--- src/rtl/alu_ctrl_stage_if.sv ---
// alu_ctrl_stage_if: bundles the ID-side request signals and the registered
// ALU-control results of alu_ctrl_stage. The master side is the ID/hazard
// logic that drives the request. The slave side is the stage itself.
interface alu_ctrl_stage_if #(
    parameter int CTL_W = 4
);
    logic             valid_in;
    logic [1:0]       aluop;
    logic [5:0]       funct;
    logic             stall_in;
    logic             flush;
    logic [CTL_W-1:0] alu_ctl;
    logic             valid_out;
    logic             illegal;
    logic             stall_req;
    logic             mc_done;

    modport master (
        output valid_in, aluop, funct, stall_in, flush,
        input  alu_ctl, valid_out, illegal, stall_req, mc_done
    );

    modport slave (
        input  valid_in, aluop, funct, stall_in, flush,
        output alu_ctl, valid_out, illegal, stall_req, mc_done
    );
endinterface

--- src/rtl/alu_ctrl_stage.sv ---
// alu_ctrl_stage: registered ALU-control decode at the ID/EX boundary.
// Decodes aluop/funct into an ALU control word, registers it with a valid
// bit, and flags unmapped R-type funct codes.
// Optional feature macro: ALUCTL_MULDIV_EN. When it is defined, funct 011000
// decodes as a multi-cycle multiply. A small IDLE/BUSY FSM then holds the
// control word and raises stall_req until MUL_LAT cycles have elapsed.
// When it is undefined, mult is illegal and stall_req/mc_done are tied low.
module alu_ctrl_stage #(
    parameter int CTL_W   = 4,
    parameter int MUL_LAT = 4
) (
    input  logic           clk,
    input  logic           rst_n,
    alu_ctrl_stage_if.slave bus
);

    // Reject parameter values the logic cannot honour.
    if (CTL_W < 4) begin : g_bad_ctl_w
        $error("alu_ctrl_stage: CTL_W must be >= 4");
    end
    if (MUL_LAT < 2) begin : g_bad_mul_lat
        $error("alu_ctrl_stage: MUL_LAT must be >= 2");
    end

    logic [3:0]       w_ctl;
    logic             w_illegal;
    logic             w_stall_req;
    logic             w_mc_done;
    logic             w_capture;

    logic [CTL_W-1:0] r_alu_ctl;
    logic             r_valid;
    logic             r_illegal;

`ifdef ALUCTL_MULDIV_EN
    localparam int CNT_W = $clog2(MUL_LAT);

    typedef enum logic {
        ST_IDLE,
        ST_BUSY
    } state_t;

    state_t           r_state;
    state_t           w_state_next;
    logic [CNT_W-1:0] r_cnt;
    logic [CNT_W-1:0] w_cnt_next;
    logic             w_is_mult;
`endif

    // Decode aluop/funct into the 4-bit control code and the illegal flag.
    // NOTE: every output of a combinational block gets a default first.
    // Otherwise a path that leaves a signal unassigned infers a latch.
    always_comb begin
        w_ctl     = 4'b0000;
        w_illegal = 1'b0;
`ifdef ALUCTL_MULDIV_EN
        w_is_mult = 1'b0;
`endif
        case (bus.aluop)
            2'b00:   w_ctl = 4'b0010;
            2'b01:   w_ctl = 4'b0110;
            2'b11:   w_ctl = 4'b0001;
            default: begin
                case (bus.funct)
                    6'b100000: w_ctl = 4'b0010;
                    6'b100010: w_ctl = 4'b0110;
                    6'b100100: w_ctl = 4'b0000;
                    6'b100101: w_ctl = 4'b0001;
                    6'b100111: w_ctl = 4'b1100;
                    6'b101010: w_ctl = 4'b0111;
`ifdef ALUCTL_MULDIV_EN
                    6'b011000: begin
                        w_ctl     = 4'b1000;
                        w_is_mult = 1'b1;
                    end
`endif
                    default:   w_illegal = 1'b1;
                endcase
            end
        endcase
    end

    // A new instruction is accepted only when nothing kills or holds the stage.
    assign w_capture = !bus.flush && !bus.stall_in && !w_stall_req;

    // Pipeline register: flush kills the slot, stalls hold it, capture loads it.
    // NOTE: sequential state uses non-blocking assignments only. All registers
    // then update together at the edge, whatever order the statements are in.
    always_ff @(posedge clk) begin
        if (!rst_n) begin
            r_alu_ctl <= '0;
            r_valid   <= 1'b0;
            r_illegal <= 1'b0;
        end else if (bus.flush) begin
            r_alu_ctl <= '0;
            r_valid   <= 1'b0;
            r_illegal <= 1'b0;
        end else if (w_capture) begin
            r_alu_ctl <= CTL_W'(w_ctl);
            r_valid   <= bus.valid_in;
            r_illegal <= bus.valid_in && w_illegal;
        end
    end

`ifdef ALUCTL_MULDIV_EN
    // Multiply FSM state and latency counter register.
    always_ff @(posedge clk) begin
        if (!rst_n) begin
            r_state <= ST_IDLE;
            r_cnt   <= '0;
        end else begin
            r_state <= w_state_next;
            r_cnt   <= w_cnt_next;
        end
    end

    // Next state: the counter runs down even under stall_in. A mult captured
    // in the final cycle re-arms the FSM with no gap cycle.
    always_comb begin
        w_state_next = r_state;
        w_cnt_next   = r_cnt;
        if (bus.flush) begin
            w_state_next = ST_IDLE;
            w_cnt_next   = '0;
        end else begin
            case (r_state)
                ST_IDLE: begin
                    if (w_capture && bus.valid_in && w_is_mult) begin
                        w_state_next = ST_BUSY;
                        w_cnt_next   = CNT_W'(MUL_LAT - 1);
                    end
                end
                ST_BUSY: begin
                    if (r_cnt != '0) begin
                        w_cnt_next = r_cnt - 1'b1;
                    end else if (w_capture && bus.valid_in && w_is_mult) begin
                        w_state_next = ST_BUSY;
                        w_cnt_next   = CNT_W'(MUL_LAT - 1);
                    end else begin
                        w_state_next = ST_IDLE;
                        w_cnt_next   = '0;
                    end
                end
                default: begin
                    w_state_next = ST_IDLE;
                    w_cnt_next   = '0;
                end
            endcase
        end
    end

    // FSM outputs depend on registered state only.
    always_comb begin
        w_stall_req = (r_state == ST_BUSY) && (r_cnt != '0);
        w_mc_done   = (r_state == ST_BUSY) && (r_cnt == '0);
    end
`else
    assign w_stall_req = 1'b0;
    assign w_mc_done   = 1'b0;
`endif

    assign bus.alu_ctl   = r_alu_ctl;
    assign bus.valid_out = r_valid;
    assign bus.illegal   = r_illegal;
    assign bus.stall_req = w_stall_req;
    assign bus.mc_done   = w_mc_done;

endmodule
--- src/flat_wrapper.sv ---
// flat-port wrapper written by rule: the top's interface ports become plain ports
module alu_ctrl_stage_flat 
#(
    parameter int CTL_W   = 4,
    parameter int MUL_LAT = 4
)
  (clk, rst_n, bus_valid_in, bus_aluop, bus_funct, bus_stall_in, bus_flush, bus_alu_ctl, bus_valid_out, bus_illegal, bus_stall_req, bus_mc_done);
  alu_ctrl_stage_if #(.CTL_W(CTL_W)) bus_i ();
  input  logic clk;
  input  logic rst_n;
  input wire logic [$bits(bus_i.valid_in)-1:0] bus_valid_in;
  input wire logic [$bits(bus_i.aluop)-1:0] bus_aluop;
  input wire logic [$bits(bus_i.funct)-1:0] bus_funct;
  input wire logic [$bits(bus_i.stall_in)-1:0] bus_stall_in;
  input wire logic [$bits(bus_i.flush)-1:0] bus_flush;
  output wire logic [$bits(bus_i.alu_ctl)-1:0] bus_alu_ctl;
  output wire logic [$bits(bus_i.valid_out)-1:0] bus_valid_out;
  output wire logic [$bits(bus_i.illegal)-1:0] bus_illegal;
  output wire logic [$bits(bus_i.stall_req)-1:0] bus_stall_req;
  output wire logic [$bits(bus_i.mc_done)-1:0] bus_mc_done;
  assign bus_i.valid_in = bus_valid_in;
  assign bus_i.aluop = bus_aluop;
  assign bus_i.funct = bus_funct;
  assign bus_i.stall_in = bus_stall_in;
  assign bus_i.flush = bus_flush;
  assign bus_alu_ctl = bus_i.alu_ctl;
  assign bus_valid_out = bus_i.valid_out;
  assign bus_illegal = bus_i.illegal;
  assign bus_stall_req = bus_i.stall_req;
  assign bus_mc_done = bus_i.mc_done;
  alu_ctrl_stage #(.CTL_W(CTL_W), .MUL_LAT(MUL_LAT)) u_core (.clk(clk), .rst_n(rst_n), .bus(bus_i));
endmodule
--- config.mk ---
export PLATFORM = sky130hd
export DESIGN_NAME = alu_ctrl_stage_flat
export DESIGN_NICKNAME = d
export VERILOG_FILES = /design/src/rtl/alu_ctrl_stage_if.sv /design/src/rtl/alu_ctrl_stage.sv /design/src/flat_wrapper.sv
export SDC_FILE = /design/constraint.sdc
export NUM_CORES = 1
export LEC_CHECK = 0
export CAP_MARGIN = 20
export CORE_AREA = 2 2 39 41
export CTS_BUF_LIST = sky130_fd_sc_hd__clkbuf_16
export DETAILED_ROUTE_END_ITERATION = 10
export DIE_AREA = 0 0 41 43
export DONT_BUFFER_PORTS = 1
export GPL_ROUTABILITY_DRIVEN = 0
export PLACE_DENSITY_LB_ADDON = 0.2
export SETUP_SLACK_MARGIN = 0.4
export SLEW_MARGIN = 25
export SYNTH_ARGS = -nofsm -noshare
export SYNTH_HDL_FRONTEND = slang
export SYNTH_SLANG_ARGS = --single-unit
--- constraint.sdc ---
create_clock -name clk -period 1.3 [get_ports clk]
set_input_delay 0.13 -clock clk [delete_from_list [all_inputs] [get_ports clk]]
set_output_delay 0.13 -clock clk [all_outputs]
set_load 0.03 [all_outputs]
==> run_results.csv, run 1 <==
group,metric,value,unit
critical_path,slowest_stage,"dfxtp_1",
global_route,grt_pass1_wl,1.221,mm
synthesis,ys_top_cells_by_area,"dfxtp_1, nor2b_1, mux2i_1",
flow_run,cap_violations,0,
critical_path,critPathBufInv,1,
synthesis,ys_async_sr_fraction,0,%
critical_path,reg2reg_depth,3,
route,viasPerCell,5.391,
route,firstDrtPassIters,2,
clocking,clkTransAtPathRegs,30,ps
final_layout,multi_input_area,257.7,um^2
timing,drv_slew,0,
timing,clock_skew,0,ps
global_route,grtUsageTotal,10.43,%
global_route,grt_max_degree,10,
synthesis,ys_seq_area_share,30.97,%
final_layout,diodes,0,
synthesis,yosys.area.top_type,"dfxtp_1",
critical_path,worst_path_largest_cell_delay,330,ps
critical_path,crit-reg2reg-capture,"u_core.bus.alu_ctl[0]$_SDFFE_PP0P_",
critical_path,cp.arrival,720,ps
critical_path,worstPathMaxFanout,2,
critical_path,crit_end,"bus_alu_ctl[1]",
timing,layout_min_cycle_time,853.9,ps
pwr,p_leak,0.0001852,uW
critical_path,reg2reg_from,"u_core.bus.alu_ctl[0]$_SDFFE_PP0P_",
synthesis,synth_edf_count,0,
global_route,grt_antenna_before_repair,0,
status,status,"finished clean",
clocking,cts-root-buf,"clkbuf_16",
pwr,swShare,18.00,%
synthesis,synth_cell_types,24,
clocking,cts_sinks,6,
clocking,htree_levels,1,
critical_path,endpoint_kind,"output port",
pwr,internal-power,609.6,uW
timing,hold_viol,0,
synthesis,yosysTopAreaCellShare,30.97,%
clocking,cts_tree,"built",
route,ant_nets,0,
final_layout,drive_gt1_share,18.75,%
synthesis,ys.flop_type,"dfxtp_1",
pwr,p_sw,133.9,uW
place,dp_slack,232.9,ps
timing,fmax,1.171,GHz
pwr,seqPwrFrac,26.2,%
floorplan,fp.dieArea,1763,um^2
hold_path,hold_path.class,"in2reg",
synthesis,yosysWarnings,0,
synthesis,synth-seq-cells,6,
critical_path,startpoint_type,"register",
clocking,clockBufferDepth,2,
final_layout,n_fill_cell,145,
floorplan,fp.dieH,43,um
final_layout,nets,63,
critical_path,startpoint,"u_core.bus.alu_ctl[1]$_SDFFE_PP0P_",
timing,setup_viol,0,
critical_path,crit_type,"reg2out",
floorplan,io_pins,21,
route,drt_wl_total,874,um
route,drtIter0Drc,3,
route,wl_met3,124,um
global_route,first_global_vias,307,
route,met1_length,367,um
pwr,clock_power_share,65.9,%
pwr,worst_ir_drop_vdd,0.3867,mV
route,route.detailed.drc,0,
synthesis,synthCells,44,
global_route,overflow,0,
pwr,powerDensity,1489,nW/um^2
route,wl_met2,364,um
critical_path,rrSetupSlack,510,ps
floorplan,core_area,1384,um^2
floorplan,die_w,41,um
critical_path,crit_family,"flip-flops",
place,port-buffer-count,0,
clocking,cts_made_buffers,3,
critical_path,crit_chain,"buf_4",
route,highest_layer,"met4",
clocking,clk_latency,230,ps
route,wire_per_inst,13.66,um
final_layout,utilization,36.08,%
floorplan,rows,14,
pwr,p_comb_share,7.9,%
timing,worst_slack,446.1,ps
synthesis,ys_top_cells_by_count,"dfxtp_1, nor2b_1, nor2_1",
clocking,cts_setup_buffers,0,
critical_path,critPathRequiredTime,1170,ps
floorplan,initial_core_util,28.03,%
timing,rsz0062_at_grt,"false",
timing,setup-tns-final,0,ps
timing,period_share,65.69,%
critical_path,path_depth,1,
synthesis,syn_avg_cell_area,8.815,um^2
place,dpl.hpwl,692,um
final_layout,area_delta_synth_final,28.71,%
final_layout,final-seq-area,123.9,um^2
synthesis,synth_area,387.9,um^2
route,vias,345,
clocking,cts_hold_buf,0,
layout by cell type (no fill, tap or decap):
cell type	instances
nor2b_1	6
dfxtp_1	5
nor2_1	4
clkbuf_16	3
buf_4	3
nand4_1	2
nand2b_1	2
nand2_1	2
mux2i_1	2
nor4bb_1	2
a311oi_1	2
conb_1	2
nand2b_4	1
nor4b_1	1
nor4_1	1
o32ai_1	1
a21oi_1	1
and3b_1	1
o2111ai_1	1
or4b_1	1
o21a_1	1
and4bb_1	1
o21ai_1	1
a211oi_2	1
dfxtp_4	1
worst min path at each step:
stage                  from                                 end  cells past startpoint
2_1_floorplan  bus_aluop[1]  u_core.bus.alu_ctl[1]$_SDFFE_PP0P_                      1
3_3_place_gp   bus_aluop[1]  u_core.bus.alu_ctl[1]$_SDFFE_PP0P_                      1
3_5_place_dp   bus_aluop[1]  u_core.bus.alu_ctl[1]$_SDFFE_PP0P_                      1
4_1_cts        bus_aluop[1]  u_core.bus.alu_ctl[1]$_SDFFE_PP0P_                      1
5_1_grt        bus_aluop[1]  u_core.bus.alu_ctl[1]$_SDFFE_PP0P_                      1
6_report       bus_aluop[1]  u_core.bus.alu_ctl[1]$_SDFFE_PP0P_                      1
registers in the layout, indices dropped and copies added, names as in the netlist:
signal,cells
u_core.bus.illegal,1
u_core.bus.alu_ctl,4
u_core.bus.valid_out,1
power groups by stage:
stage               Clock [uW]  Sequential [uW]  Combinational [uW]
finish                     490              195                58.7
global route               508              195                64.3
CTS                        499              197                57.6
floorplan                    0              205                49.3
global placement             0              199                56.5
detailed placement           0              199                57.4
what timing repair did:
action | CTS | global route
hold endpoints to repair | 0 | 0
setup endpoints to repair | 0 | 1
gates resized for setup | 0 | 2
cell type report:
cell class / count / share of cell area [%]
multi-input cells: 36 / 51.63
flip-flops and latches: 6 / 24.81
clock buffers: 3 / 15.04
repair buffers: 3 / 4.511
well taps: 16 / 4.010
kinds of logic after synthesis:
group	Yosys count	share of synthesized area [%]
flops	6	30.97
other cells	1	0.9668
buf+inv	3	4.837
mux	2	5.161
simple gates	24	42.58
compound gates	8	15.48
routing by layer:
metal,vias to the layer above,global-route usage [%]
li1,172,-
met1,149,14.42
met2,22,11.88
met3,2,4.712
met4,0,8.000
met5,-,0
metrics by stage:
stage               instances  hold WS (ps)  area, um^2  total power, uW
floorplan                  45         249.3       392.9            254.6
global placement           61         253.7       416.7            255.7
detailed placement         61         259.1       416.7            256.6
CTS                        64         20.94       491.7            753.6
global route               64         37.37       499.2            767.5
finish                     64         20.29       499.2            743.5
No activity file was read; power rests on OpenSTA's default activity.
==> run 2, diff against run 1 <==
==> constraint.sdc (replaced) <==
create_clock -name clk -period 0.85 [get_ports clk]
set_input_delay 0.085 -clock clk [delete_from_list [all_inputs] [get_ports clk]]
set_output_delay 0.085 -clock clk [all_outputs]
set_load 0.03 [all_outputs]
==> run 2 against run 1 <==
The flow now finishes with violations (hold timing). Worst hold slack worse by 46 ps. Register-to-register slack got worse by 420 ps. Non-clock buffer count increased by 3. Die area unchanged. Sequential share of layout area increased by 0.19 points. Highest routed layer is now met3.
==> run_results.csv, run 2 (same netlist as run 1, synthesis figures left out) <==
group,metric,value,unit
status,status,"complete, but fails checks",
status,violations,"hold timing",
route,firstDrtPassIters,2,
global_route,grtUsageMet2,17.81,%
timing,period_share,91.71,%
global_route,overflow,0,
timing,setup-tns-final,0,ps
critical_path,endpoint_kind,"register",
clocking,cts-root-buf,"clkbuf_16",
route,ant_nets,0,
clocking,clk_latency,220,ps
floorplan,fp.dieH,43,um
route,route.detailed.drc,0,
route,viasPerCell,5.250,
critical_path,worstPathMaxFanout,2,
flow_run,cap_violations,0,
pwr,powerDensity,2058,nW/um^2
pwr,worst_ir_drop_vdd,0.8318,mV
final_layout,utilization,40.51,%
clocking,clkTransAtPathRegs,30,ps
route,drt_wl_total,921,um
clocking,htree_levels,1,
floorplan,die_w,41,um
final_layout,drive_gt1_share,36.54,%
global_route,use_met1,14.19,%
route,vias,357,
timing,timing.hold.ws,-26.10,ps
global_route,grt_pass1_wl,1.442,mm
place,port-buffer-count,0,
timing,clock_skew,0,ps
floorplan,initial_core_util,28.03,%
clocking,cts_made_buffers,3,
clocking,cts_tree,"built",
final_layout,final_cell_mix,"nor2b_1, dfxtp_4",
final_layout,nets,66,
floorplan,rows,14,
timing,hold_viol,2,
final_layout,diodes,0,
clocking,clockBufferDepth,2,
clocking,cts_sinks,6,
global_route,grt_antenna_before_repair,0,
floorplan,core_area,1384,um^2
route,drtIter0Drc,2,
final_layout,area_delta_synth_final,44.52,%
timing,fmax,1.283,GHz
critical_path,cp.arrival,910,ps
pwr,p_leak,0.0002131,uW
critical_path,rrSetupSlack,90,ps
timing,drv_slew,0,
floorplan,fp.dieArea,1763,um^2
global_route,grtUsageTotal,11.66,%
global_route,gr-usage-met3,3.141,%
timing,rsz0062_at_grt,"true",
floorplan,io_pins,21,
route,wire_per_inst,13.54,um
final_layout,largest_reg_flops,4,
global_route,first_global_vias,389,
global_route,grt_max_degree,10,
place,dpl.hpwl,755,um
timing,setup_viol,0,
global_route,grt.busiest_layer,"met2",
clocking,cts_setup_buffers,0,
hold_path,hold_path.class,"in2reg",
critical_path,crit_type,"in2reg",
critical_path,critPathRequiredTime,980,ps
critical_path,startpoint_type,"primary input",
timing,layout_min_cycle_time,779.5,ps
run 2: worst max-delay path: stages:
cell and delay, ps:
nand2b_4 120, or4b_1 500, a311oi_1 210
run 2: metal layers:
layer,wire length (um),up-vias
li1,-,179
met1,389,164
met2,439,14
met3,93,0
met4,0,0
met5,0,-
run 2: area by class of cell:
class | count | area (um^2)
clock buffers | 3 | 75.07
clock inverters | 1 | 3.754
fillers | 143 | 823.3
multi-input cells | 36 | 265.3
flip-flops and latches | 6 | 140.1
well taps | 16 | 20.02
repair buffers | 6 | 56.30
run 2: worst paths after layout:
kind,cells past startpoint,end,start
worst max-delay path,3,u_core.bus.alu_ctl[1]$_SDFFE_PP0P_,bus_funct[4]
worst min-delay path,1,u_core.bus.alu_ctl[1]$_SDFFE_PP0P_,bus_aluop[1]
worst max register to register,3,u_core.bus.alu_ctl[0]$_SDFFE_PP0P_,u_core.bus.alu_ctl[0]$_SDFFE_PP0P_
worst min register to register,2,u_core.bus.alu_ctl[3]$_SDFFE_PP0P_,u_core.bus.alu_ctl[3]$_SDFFE_PP0P_
run 2: power by group:
group	total, uW	switching, uW	leakage (uW)	internal, uW
sequential	290	9.94	0.0000530	280
clock	759	150	0.0000423	609
combinational	105	49.7	0.000118	55.2
run 2: stage by stage:
| stage | power, uW | hold WS [ps] | setup slack [ps] | cell area (um^2) | std cells |
|---|---|---|---|---|---|
| floorplan | 390.5 | 204.2 | -122.8 | 441.7 | 45 |
| global placement | 393.5 | 208.1 | -135.8 | 466.7 | 64 |
| detailed placement | 394.2 | 213.7 | -159.6 | 466.7 | 64 |
| CTS | 1162 | -25.32 | 63.06 | 560.5 | 68 |
| global route | 1195 | -18.32 | 27.61 | 560.5 | 68 |
| finish | 1153 | -26.10 | 70.48 | 560.5 | 68 |
run 2: what timing repair did:
| item | 4_1_cts | 5_1_grt |
|---|---|---|
| endpoints found under the setup margin | 12 | 12 |
| hold endpoints to repair | 2 | 1 |
| pin swaps | 3 | 1 |
| gates resized for setup | 5 | 0 |
==> run 3, diff against run 2 <==
--- a/config.mk
+++ b/config.mk
@@ -14,7 +14,6 @@
 export GPL_ROUTABILITY_DRIVEN = 0
 export PLACE_DENSITY_LB_ADDON = 0.2
 export SETUP_SLACK_MARGIN = 0.4
-export SLEW_MARGIN = 25
 export SYNTH_ARGS = -nofsm -noshare
 export SYNTH_HDL_FRONTEND = slang
 export SYNTH_SLANG_ARGS = --single-unit
==> results of run 3 <==
Same layout as run 2: the final DEF is identical, and so are final timing and power.
==> RTL edit 1, RTL diff (settings of run 1) <==
`CTL_W` is set to 4 in 3 places; all go to 6.
--- a/src/rtl/alu_ctrl_stage_if.sv
+++ b/src/rtl/alu_ctrl_stage_if.sv
@@ -2,7 +2,7 @@
 // ALU-control results of alu_ctrl_stage. The master side is the ID/hazard
 // logic that drives the request. The slave side is the stage itself.
 interface alu_ctrl_stage_if #(
-    parameter int CTL_W = 4
+    parameter int CTL_W = 6
 );
     logic             valid_in;
     logic [1:0]       aluop;
--- a/src/rtl/alu_ctrl_stage.sv
+++ b/src/rtl/alu_ctrl_stage.sv
@@ -6,7 +6,7 @@
 // control word and raises stall_req until MUL_LAT cycles have elapsed.
 // When it is undefined, mult is illegal and stall_req/mc_done are tied low.
 module alu_ctrl_stage #(
-    parameter int CTL_W   = 4,
+    parameter int CTL_W   = 6,
     parameter int MUL_LAT = 4
 ) (
     input  logic           clk,
--- a/src/flat_wrapper.sv
+++ b/src/flat_wrapper.sv
@@ -1,7 +1,7 @@
 // flat-port wrapper written by rule: the top's interface ports become plain ports
 module alu_ctrl_stage_flat 
 #(
-    parameter int CTL_W   = 4,
+    parameter int CTL_W   = 6,
     parameter int MUL_LAT = 4
 )
   (clk, rst_n, bus_valid_in, bus_aluop, bus_funct, bus_stall_in, bus_flush, bus_alu_ctl, bus_valid_out, bus_illegal, bus_stall_req, bus_mc_done);
Interface: changed (resized bus_alu_ctl); port bits go from 21 to 23. No check against the original RTL was run, so the function may have changed too.
==> RTL edit 1 against run 1 <==
Cell count grew 3.1%. Sequential cell count did not move. Critical path type unchanged. Design area increased by 0.50%. Wire length is 3.7% lower. Power up 1.1%. Synthesized area increased by 3.9%. Sequential power about the same. Worst setup slack better by 3.0 ps.
==> RTL edit 1: results (changes against run 1) <==
switching_power_mw: 0.142  # +6.0%
wl_um: 842  # -3.7%
peakVddDrop_mv: 0.469  # +21%
dp.cells: 63  # +3.3%
power-per-cell-area_nw_per_um2: 1500  # +0.56%
fin_hold_ws_ps: 24.9  # +4.58 ps
nets: 65  # +3.2%
vias_per_cell: 5.50  # +2.0%
min_period_ps: 851  # -3.02 ps
p_leak_nw: 0.191  # +3.2%
synthCells: 46  # +4.5%
fill_cells: 147  # +1.4%
grt.total_usage_pct: 11.4  # +1.0 points
pre_cts_ws_ps: 233  # +0.243 ps
dr.pass1.iters: 4  # +2
netlist_top_cells_count: "dfxtp_1, nor2b_1, buf_4, nor2_1"
yosysSeqAreaShare_pct: 29.8  # -1.2 points
synth.mux.area_fraction_pct: 4.97  # -0.19 points
synth_compound_area_share_pct: 14.9  # -0.58 points
dp_hpwl_um: 670  # -3.1%
postPlaceCellArea_sq_um: 424  # +1.8%
p_int_mw: 0.610  # about the same
outcome: "completed"
grt_pass1_wl_um: 1350  # +10%
wl_per_cell_um: 12.8  # -6.6%
synthTopCellsByArea: "dfxtp_1, nor2b_1, buf_4"
clock_power_share_pct: 65.5  # -0.4 points
==> RTL edit 1: cell types whose count changed in the layout (fill, tap and decap cells not counted) <==
cell and change:
a211oi_1 +1, a211oi_2 -1, conb_1 +2
==> RTL edit 1: area by class of cell <==
cell class              count  share of cell area, %
multi-input cells          38                   51.9
well taps                  16                   3.99
repair buffers              3                   4.49
clock buffers               3                   15.0
flip-flops and latches      6                   24.7
==> RTL edit 1: per-layer routing <==
metal	global-route usage (%)	share of wire (%)	vias to the layer above
met5	0	0	-
li1	-	-	175
met2	14.7	48	20
met3	3.66	12	2
met1	14.5	38	166
met4	10.0	1.2	0
==> RTL edit 1: worst paths after layout <==
kind	from	endpoint	depth (start not counted)
setup reg to reg	u_core.bus.alu_ctl[0]	u_core.bus.alu_ctl[0]	3
setup / recovery	u_core.bus.alu_ctl[3]	bus_alu_ctl[3]	0
hold reg to reg	u_core.bus.illegal	u_core.bus.illegal	2
hold / removal	bus_aluop[1]	u_core.bus.alu_ctl[1]	1
==> RTL edit 2, RTL diff (flow settings as in run 1) <==
Without the edit above. Add a define of `ALUCTL_MULDIV_EN`.
--- a/src/rtl/alu_ctrl_stage.sv
+++ b/src/rtl/alu_ctrl_stage.sv
@@ -5,6 +5,8 @@
 // decodes as a multi-cycle multiply. A small IDLE/BUSY FSM then holds the
 // control word and raises stall_req until MUL_LAT cycles have elapsed.
 // When it is undefined, mult is illegal and stall_req/mc_done are tied low.
+`define ALUCTL_MULDIV_EN
+
 module alu_ctrl_stage #(
     parameter int CTL_W   = 4,
     parameter int MUL_LAT = 4
Function: changed (a bounded check fails within 4 cycles, from zero or initial values).
==> RTL edit 2 against run 1 <==
Design area rose by 57%. Die area did not move. Cell count rose by 45%. Wire length rose by 41%. Clock skew rose by 2.2 ps. First-iteration DRC count fell by 67%. Count of clock-buffer cells in the layout did not move. Fmax fell by 31%. Sequential cell count rose by 3. Synthesized area rose by 29%. Worst setup slack got worse by 390 ps. Hold slack barely moved. Power rose by 22%. Critical path type is now flip-flop to flip-flop. Critical endpoint is now u_core.bus.alu_ctl[1].
==> RTL edit 2: results (changes against run 1) <==
multi_input_cells: 49  # +36%
nets: 91  # +44%
wl_met1_um: 559  # +52%
r2r-end: "u_core.bus.alu_ctl[1]"
slowest_delay_ps: 350  # +20 ps
synthTopCellsByArea: "dfxtp_1, a21oi_1, nand2_1"
crit_family: "compound AO/OA/AOI/OAI gates"
yosysSeqAreaShare_pct: 36.0  # +5.0 points
synth.mux.area_fraction_pct: 2.00  # -3.2 points
use_met1_pct: 21.6  # +7.2 points
postCtsSetupRepairBufs: 3  # +3
hold_path_depth: 2  # +1
final-clk-cell-share_pct: 10.1  # -5.0 points
cp_max_fo: 4  # +2
dr.pass1.iters: 4  # +2
multiInputGateArea_sq_um: 373  # +45%
peakVddDrop_mv: 0.551  # +43%
grt_pass1_wl_um: 2050  # +68%
cts.repair.resized: 8  # +8
wl_met2_um: 593  # +63%
seq_share_pct: 23.5  # -1.3 points
buf_share_pct: 15.7  # +11 points
outcome: "completed"
fill_cells: 122  # -16%
synth_compound_area_share_pct: 27.8  # +12 points
design_area_sq_um: 782  # +57%
layout-drive-gt1-share_pct: 41.6  # +23 points
dp_hpwl_um: 901  # +30%
p_leak_nw: 0.298  # +61%
cpMaxStageDelayCell: "or3_4"
reg2reg_slack_ps: 60  # -450 ps
## RTL edit 2: changes by cell type after synthesis, moves of 2 or more
cell | run 1 | this run
a31oi_1 | 0 | 3
nor2b_1 | 6 | 4
nand4_1 | 2 | 0
and3_1 | 0 | 2
dfxtp_1 | 6 | 9
nand2_1 | 2 | 7
a311oi_1 | 2 | 0
nor4bb_1 | 2 | 0
a21oi_1 | 1 | 6
and2_1 | 0 | 2
buf_4 | 2 | 0
nor2_1 | 4 | 1
nor3b_1 | 0 | 3
o21ai_0 | 0 | 3
## RTL edit 2: worst max-delay path by stage
stage	endpoint	slack (ps)	cells after the start
after global routing	u_core.bus.alu_ctl[1]	20	4
after floorplan	u_core.bus.alu_ctl[1]	40	4
final	u_core.bus.alu_ctl[1]	60	4
after global placement	u_core.bus.alu_ctl[1]	100	4
after detailed placement	u_core.bus.alu_ctl[1]	60	4
after CTS	u_core.bus.alu_ctl[1]	50	4
